==> config.mk <==
export PLATFORM = sky130hd
export DESIGN_NAME = cordic_hyp_ctrl
export DESIGN_NICKNAME = d
export VERILOG_FILES = /design/src/rtl/cordic_hyp_ctrl.sv
export SDC_FILE = /design/constraint.sdc
export NUM_CORES = 1
export LEC_CHECK = 0
export ABC_AREA = 1
export CAP_MARGIN = 25
export CORE_ASPECT_RATIO = 1.75
export CORE_MARGIN = 3
export CORE_UTILIZATION = 50
export DETAILED_ROUTE_END_ITERATION = 6
export PLACE_DENSITY_LB_ADDON = 0.3
export SETUP_SLACK_MARGIN = 0.5
export SYNTH_ARGS = -nofsm -noshare
export SYNTH_HDL_FRONTEND = slang
export SYNTH_SLANG_ARGS = --single-unit
==> constraint.sdc <==
create_clock -name clk -period 5.78 [get_ports clk]
set_input_delay 1.156 -clock clk [delete_from_list [all_inputs] [get_ports clk]]
set_output_delay 1.156 -clock clk [all_outputs]
set_load 0.01 [all_outputs]
==> src/rtl/cordic_hyp_ctrl.sv <==
// Iterative hyperbolic CORDIC: one shift-add step per clock, rotation or vectoring mode.
// The atanh LUT is external and combinational; lut_idx follows the iteration counter.
//
// state | meaning
// IDLE  | waiting for an operand, in_ready high
// RUN   | one CORDIC step per cycle, lut_idx = iteration index
// DONE  | result held on x/y/z_out until out_ready
module cordic_hyp_ctrl #(
  parameter int W        = 26,
  parameter int ITER_MAX = 23
) (
  input  logic         clk,
  input  logic         rst_n,
  input  logic         in_valid,
  output logic         in_ready,
  input  logic         mode,
  input  logic [W-1:0] x_in,
  input  logic [W-1:0] y_in,
  input  logic [W-1:0] z_in,
  output logic [5:0]   lut_idx,
  input  logic [W-1:0] lut_atanh,
  output logic         out_valid,
  input  logic         out_ready,
  output logic [W-1:0] x_out,
  output logic [W-1:0] y_out,
  output logic [W-1:0] z_out,
  output logic         busy
);

  typedef enum logic [1:0] {IDLE, RUN, DONE} state_t;

  state_t state, state_nx;

  logic signed [W-1:0] x_r, y_r, z_r;
  logic signed [W-1:0] x_sh, y_sh, x_nx, y_nx, z_nx;
  logic [5:0] iter;
  logic       rep, mode_r;
  logic       rep_now, last_step, d_pos;

  always_ff @(posedge clk or negedge rst_n) begin
    if (!rst_n) state <= IDLE;
    else        state <= state_nx;
  end

  always_comb begin
    state_nx  = state;
    in_ready  = 1'b0;
    out_valid = 1'b0;
    busy      = 1'b0;
    lut_idx   = 6'd0;
    // Indices 4 and 13 run twice; the first pass sets rep and holds the index.
    rep_now   = ((iter == 6'd4) || (iter == 6'd13)) && !rep;
    last_step = (iter == 6'(ITER_MAX)) && !rep_now;
    case (state)
      IDLE: begin
        in_ready = 1'b1;
        if (in_valid) state_nx = RUN;
      end
      RUN: begin
        busy    = 1'b1;
        lut_idx = iter;
        if (last_step) state_nx = DONE;
      end
      DONE: begin
        busy      = 1'b1;
        out_valid = 1'b1;
        if (out_ready) state_nx = IDLE;
      end
      default: state_nx = IDLE;
    endcase
  end

  always_comb begin
    d_pos = mode_r ? y_r[W-1] : ~z_r[W-1];
    x_sh  = x_r >>> iter;
    y_sh  = y_r >>> iter;
    if (d_pos) begin
      x_nx = x_r + y_sh;
      y_nx = y_r + x_sh;
      z_nx = z_r - $signed(lut_atanh);
    end else begin
      x_nx = x_r - y_sh;
      y_nx = y_r - x_sh;
      z_nx = z_r + $signed(lut_atanh);
    end
  end

  always_ff @(posedge clk or negedge rst_n) begin
    if (!rst_n) begin
      x_r    <= '0;
      y_r    <= '0;
      z_r    <= '0;
      iter   <= 6'd0;
      rep    <= 1'b0;
      mode_r <= 1'b0;
    end else begin
      case (state)
        IDLE: begin
          if (in_valid) begin
            x_r    <= x_in;
            y_r    <= y_in;
            z_r    <= z_in;
            mode_r <= mode;
            iter   <= 6'd1;
            rep    <= 1'b0;
          end
        end
        RUN: begin
          x_r <= x_nx;
          y_r <= y_nx;
          z_r <= z_nx;
          if (rep_now) begin
            rep <= 1'b1;
          end else begin
            rep  <= 1'b0;
            iter <= iter + 6'd1;
          end
        end
        default: ;
      endcase
    end
  end

  assign x_out = x_r;
  assign y_out = y_r;
  assign z_out = z_r;

endmodule
# --- Word-level counts from Yosys, hierarchy flattened ---
# Cells that the tools add are included.
totals:
  reg_bits: 88
  out_inout_bits: 87
op_classes:
  add_sub_neg: 7
  n_eq_ne: 9
  shift: 2
  mux: 24
  bitwise: 1
  reduce_logical: 12
ops:
  columns: ["op", "count"]
  rows:
  - ["2-to-1 mux 26 bit", 6]
  - ["one-hot mux 26 bit (2 select lines)", 3]
  - ["adder 26 bit", 3]
  - ["subtractor 26 bit", 3]
  - [">>> shifter 26 x 6 -> 26 bit", 2]
  - ["2-to-1 mux 6 bit", 3]
  - ["one-hot mux 6 bit (2 select lines)", 1]
  - ["inequality test 2 bit, second input constant", 4]
  - ["adder 6 x 1 -> 6 bit, second input constant", 1]
  - ["equality test 6 x 3 -> 1 bit, second input constant", 1]
  - ["equality test 6 x 4 -> 1 bit, second input constant", 1]
  - ["equality test 6 x 5 -> 1 bit, second input constant", 1]
  - ["2-to-1 mux 1 bit", 6]
  - ["2-to-1 mux 2 bit", 3]
  - ["one-hot mux 2 bit (3 select lines)", 1]
  - ["AND reduction 3 bit", 2]
  - ["AND reduction 2 bit", 2]
  - ["equality test 2 x 1 -> 1 bit, second input constant", 1]
  - ["equality test 2 bit, second input constant", 1]
  - ["logical AND 1 bit", 2]
  - ["zero test 1 bit", 2]
  - ["zero test 2 bit", 1]
  - ["one-hot mux 1 bit (2 select lines)", 1]
  - ["nonzero test 2 bit", 1]
  - ["other kinds (3)", 3]

# --- Logic depth before layout (Yosys ltp) ---
logic_depth:
  depth_word: 7
  mapped_depth: 34
  ltp_nobuf: 32

# --- Least setup slack after synthesis ---
# No wires, ideal clock.
synth_path:
  path_kind: "register to register"
  startpoint: "register iter[0]"
  endpoint: "register x_r[18] (netlist: x_out[18])"
  arrival_time_ns: 4.226
  slack_ns: 1.427
  path_stages_with_launch: 30
  path_buffers: 2
  path_cell_list: "dfrtp_1 buf_6 buf_2 nand2_1 nand3_1 nand3_1 nand2_1 nand2_1 nand2_1 nand2_1 nand2_1 a21oi_2 ha_1 nand4_1 or2_2 o31ai_1 xor2_1 inv_1 ha_1 nand2_1 o21ai_0 a21oi_1 o21ai_0 inv_1 o21ai_0 a21oi_1 o21ai_0 o21ai_0 a21oi_1 o21ai_0"
synth_via:
  elab_chain_cells: 4
  elab_cells_between_ends: 5
  classes_between: "2 x add/sub; 1 x shift; 2 x mux"
synth_rtl:
  columns: ["item", "line_no", "rtl"]
  rows:
  - ["start: declaration", "36", "logic [5:0] iter;"]
  - ["start signal: assignment", "116", "iter <= iter + 6'd1;"]
  - [">>> shifter 26 x 6 -> 26 bit (*)", "76", "y_sh = y_r >>> iter;"]
  - ["subtractor 26 bit / adder 26 bit (equally long branches)", "82, 78", null]
  - ["2-to-1 mux 26 bit (*)", "77", "if (d_pos) begin"]
  - ["one-hot mux 26 bit (2 select lines) (*)", "97", "case (state)"]
  - ["end signal: assignment", "100", "x_r <= x_in;"]
  - ["end signal: assignment", "109", "x_r <= x_nx;"]
  - ["end: declaration", "34", "logic signed [W-1:0] x_r, y_r, z_r;"]
# Every way passes the cells marked *; elsewhere a longest branch is shown, timed or not.
# A chain may end at the register's enable or synchronous reset.

# --- Final worst setup path ---
layout_path:
  startpoint: "input port lut_atanh[0]"
  endpoint: "register z_r[25] (netlist: z_out[25])"
layout_via:
  elab_chain_cells: 3
  elab_cells_between_ends: 4
  classes_between: "2 x add/sub; 2 x mux"
layout_rtl:
  columns: ["item", "line_no", "rtl"]
  rows:
  - ["start: declaration", "21", "input logic [W-1:0] lut_atanh,"]
  - ["adder 26 bit / subtractor 26 bit (equally long branches)", "84, 80", null]
  - ["2-to-1 mux 26 bit (*)", "77", null]
  - ["one-hot mux 26 bit (2 select lines) (*)", "97", null]
  - ["end signal: assignment", "102", "z_r <= z_in;"]
  - ["end signal: assignment", "111", "z_r <= z_nx;"]
  - ["end: declaration", "34", null]
# Marks and branches as above.

==> run_results.csv <==
group,metric,value,unit
detailed_routing,routed-via-count,15400,
place,gp_congestion,1.00,
yosys,synth_top_area_cell,"nand2_1",
final_layout,finalInstanceArea,15200,µm²
timing,hold_viol_final,0,
cts,clk_latency,0.39,ns
timing,setup_viol,0,
global_route,grt_pass1_vias,15000,
yosys,synth_xor_area_frac,0.0773,
yosys,yosys-top-cells-area,"nand2_1 19%, dfrtp_1 17%, nand3_1 13%, ha_1 8.7%, o21ai_0 6.1%",
place,portBuffers,195,
place,dpl.cell_count,2579,
yosys,syn_inst,2137,
cts,cts_hold_buf,0,
worst_setup_path,critPathBufInv,6,
worst_setup_path,worst_path_max_delay_cell,"clkdlybuf4s50_1",
cts,cts_root_buf,"clkbuf_16",
yosys,synth-simple-area-share,0.408,
yosys,synthAdderAreaFrac,0.0915,
yosys,synth.net_count,2337,
worst_setup_path,cp_top_family,"simple AND/OR/NAND/NOR gates",
detailed_routing,vias_per_cell,5.92,
timing,fin_skew,0.0256,ns
timing,fin_crit_sh,0.863,
yosys,seq_area_frac_synth,0.173,
place,place_hpwl,39300,µm
cts,cts.sinks,88,
cts,htree_num_levels,3,
cts,numCtsBuffers,9,
final_layout,fillerInstances,2479,
global_route,grt_overflow,0,
yosys,ys_types,51,
worst_setup_path,path_class,"primary input to flop",
yosys,yosysWarnings,0,
status,status,"complete, no violations",
cts,max-clock-path-buffers,2,
final_layout,final_layout_size_suffix_gt1_frac,0.0486,
timing,relSlewSlack,0.317,
yosys,synth_top_area_share,0.187,
global_route,grt_pass1_wl,77700,µm
final_layout,nets,2479,
die,die_h,217,µm
worst_setup_path,crit_path_max_fanout,4,
global_route,grt_antenna_before_repair,0,
detailed_routing,antenna_left,0,
die,die_w,126,µm
place,dpl_cell_area,14900,µm²
cts,cts_tree,"yes",
detailed_routing,wl,50000,µm
timing,worst_pin_slew,1.02,ns
die,ios,196,
final_layout,final_cells,2596,
timing,drv_slew,0,
detailed_routing,avgRoutedWirePerCell,19.2,µm
yosys,synthArstFlopShare,1.00,
yosys,synth.avg_cell_area,5.94,µm²
yosys,synth_compound_area_frac,0.157,
yosys,synth_ff_type,"dfrtp_1",
min_path,min_path_type,"flop to flop",
flow_run,maxCapViolations,0,
die,coreArea,24800,µm²
yosys,synth_top_family_by_area,"simple AND/OR/NAND/NOR gates",
timing,rsz0062_at_grt,"yes",
timing,timing.fmax,200,MHz
die,num_rows,76,
yosys,muxShareOfSynthArea,0,
cts,clk_pin_slew,0.08,ns
timing,fin_setup_tns,0,ns
final_layout,antenna-diode-count,0,
yosys,syn-cell-area,12700,µm²
worst_setup_path,worst_ep_arrival_time,5.26,ns
worst_setup_path,end_kind,"flop",
worst_setup_path,crit_required,6.05,ns
detailed_routing,drt_iter0_drc,1243,
yosys,ys_seq_elements,88,
global_route,grt_max_degree,87,
final_layout,synthToLayoutAreaGrowth,20.0,%
yosys,synth-edff-count,0,
die,start_util,0.511,
detailed_routing,drc,0,
worst_setup_path,critPathLaunchType,"primary input",
global_route,grt.total_usage,0.355,
worst_setup_path,slowest_delay,0.42,ns
timing,period_minus_slack,4.99,ns
die,dieArea,27400,µm²
detailed_routing,drtPass1Iterations,7,
==> stage by stage <==
step | hold slack [ns] | setup slack, ns | utilization
2_1_floorplan | 0.478 | 1.43 | -
3_3_place_gp | 0.501 | 0.512 | 0.599
3_5_place_dp | 0.512 | 0.402 | 0.599
6_report | 0.521 | 0.791 | 0.614
4_1_cts | 0.520 | 0.538 | 0.611
5_1_grt | 0.557 | 0.443 | 0.614
==> path summary, 6_finish.rpt <==
check / from / to / slack [ns] / cells after the start
worst min-delay path: rep / rep / 0.52 / 2
worst max register to register: iter[1] / x_out[20] / 0.80 / 27
worst min register to register: rep / rep / 0.52 / 2
worst max-delay path: lut_atanh[0] / z_out[25] / 0.79 / 27
min in group asynchronous: rst_n / x_out[13] / 0.72 / 1
max in group asynchronous: rst_n / iter[1] / 3.81 / 2
==> kinds of logic after synthesis <==
logic type	Yosys count
compound gates	352
flops	88
xor+xnor	112
fa+ha+maj	91
simple gates	1211
buf+inv	283
==> synthesized netlist by cell type (5+ instances only) <==
library cell / count
a21o_1: 7
a21oi_1: 100
a31oi_1: 18
buf_1: 8
buf_2: 26
buf_4: 6
buf_6: 6
clkbuf_1: 49
dfrtp_1: 88
ha_1: 88
inv_1: 179
inv_2: 5
nand2_1: 631
nand3_1: 328
nand3_2: 7
nand4_1: 14
nor2_1: 175
nor3_1: 18
nor4_1: 14
o211ai_1: 16
o21a_1: 9
o21ai_0: 154
o21ai_1: 8
o21bai_1: 9
o221ai_1: 8
o31ai_1: 5
or2_2: 7
xnor2_1: 38
xor2_1: 74
==> sequential cells by signal (all words and copies together), names as in the netlist <==
name,flops
state,2
x_out,26
rep,1
iter,6
mode_r,1
z_out,26
y_out,26
==> what timing repair did <==
action	in CTS	in global routing
endpoints found under the setup margin	0	28
buffers inserted	0	1
gates resized for setup	0	25
==> worst reg2reg max path: stages, from the launching register on <==
cell and delay (ns):
dfrtp_4 0.58, inv_6 0.22, nand3_1 0.13, nand3_1 0.12
nand2_1 0.07, nand2_1 0.05, nand2_1 0.08, nand2_1 0.07
nand2_1 0.05, a21oi_2 0.18, ha_1 0.21, nand4_1 0.14
nor3_2 0.28, buf_4 0.17, nand2_1 0.07, nor2_2 0.14
nand2_1 0.07, nand2_1 0.07, xor2_1 0.17, inv_1 0.13
ha_1 0.40, nand2_1 0.15, nor4_2 0.33, nand4_1 0.15
nand3_1 0.24, xor2_1 0.41, o21ai_0 0.15, nand2_1 0.09
==> routing by layer <==
metal  GRT usage  share of wire  vias up
li1            -              -     7395
met1       0.373           0.35     7086
met2       0.637           0.51      695
met3      0.0454          0.058      195
met4       0.261          0.083        0
met5           0              0        -
==> final cells by class <==
class	instances	area, µm²	share of cell area
Sequential cell	88	2210	0.145
Multi-Input combinational cell	1766	9420	0.618
Tap cell	312	390	0.0256
Timing Repair Buffer	226	2210	0.145
Clock buffer	9	225	0.0148
Inverter	188	716	0.0470
Clock inverter	7	71.3	0.00468
==> cells in the final DEF, fill, tap and decap left out, types with 4 or more instances in the layout <==
cell             netlist  final
o21a_1                 9      9
a31oi_1               18     18
a21oi_1              100     97
nand2_1              631    631
o221ai_1               8      8
nor3_2                 3      4
inv_6                  0      6
nand3_1              328    328
dfrtp_1               88     86
nor4_2                 1      5
o211ai_1              16     16
nand4_1               14     14
o31ai_1                5      5
xnor2_1               38     38
clkdlybuf4s50_1        0    194
clkbuf_16              0      9
nor4_1                14     10
nand3_2                7      7
ha_1                  88     87
xor2_1                74     74
nor2_2                 4      6
or2_2                  7      7
nor3_1                18     17
o21bai_1               9      9
inv_1                179    179
o21ai_0              154    149
nor2_1               175    172
nand2_2                4      4
buf_4                  6     29
a21o_1                 7      7
inv_2                  5      7
o21ai_2                4      5
o21ai_1                8     11
Power is left out: the tool's default activity adds up to more than one toggle a clock period on the data nets, which glitch-free logic cannot reach.
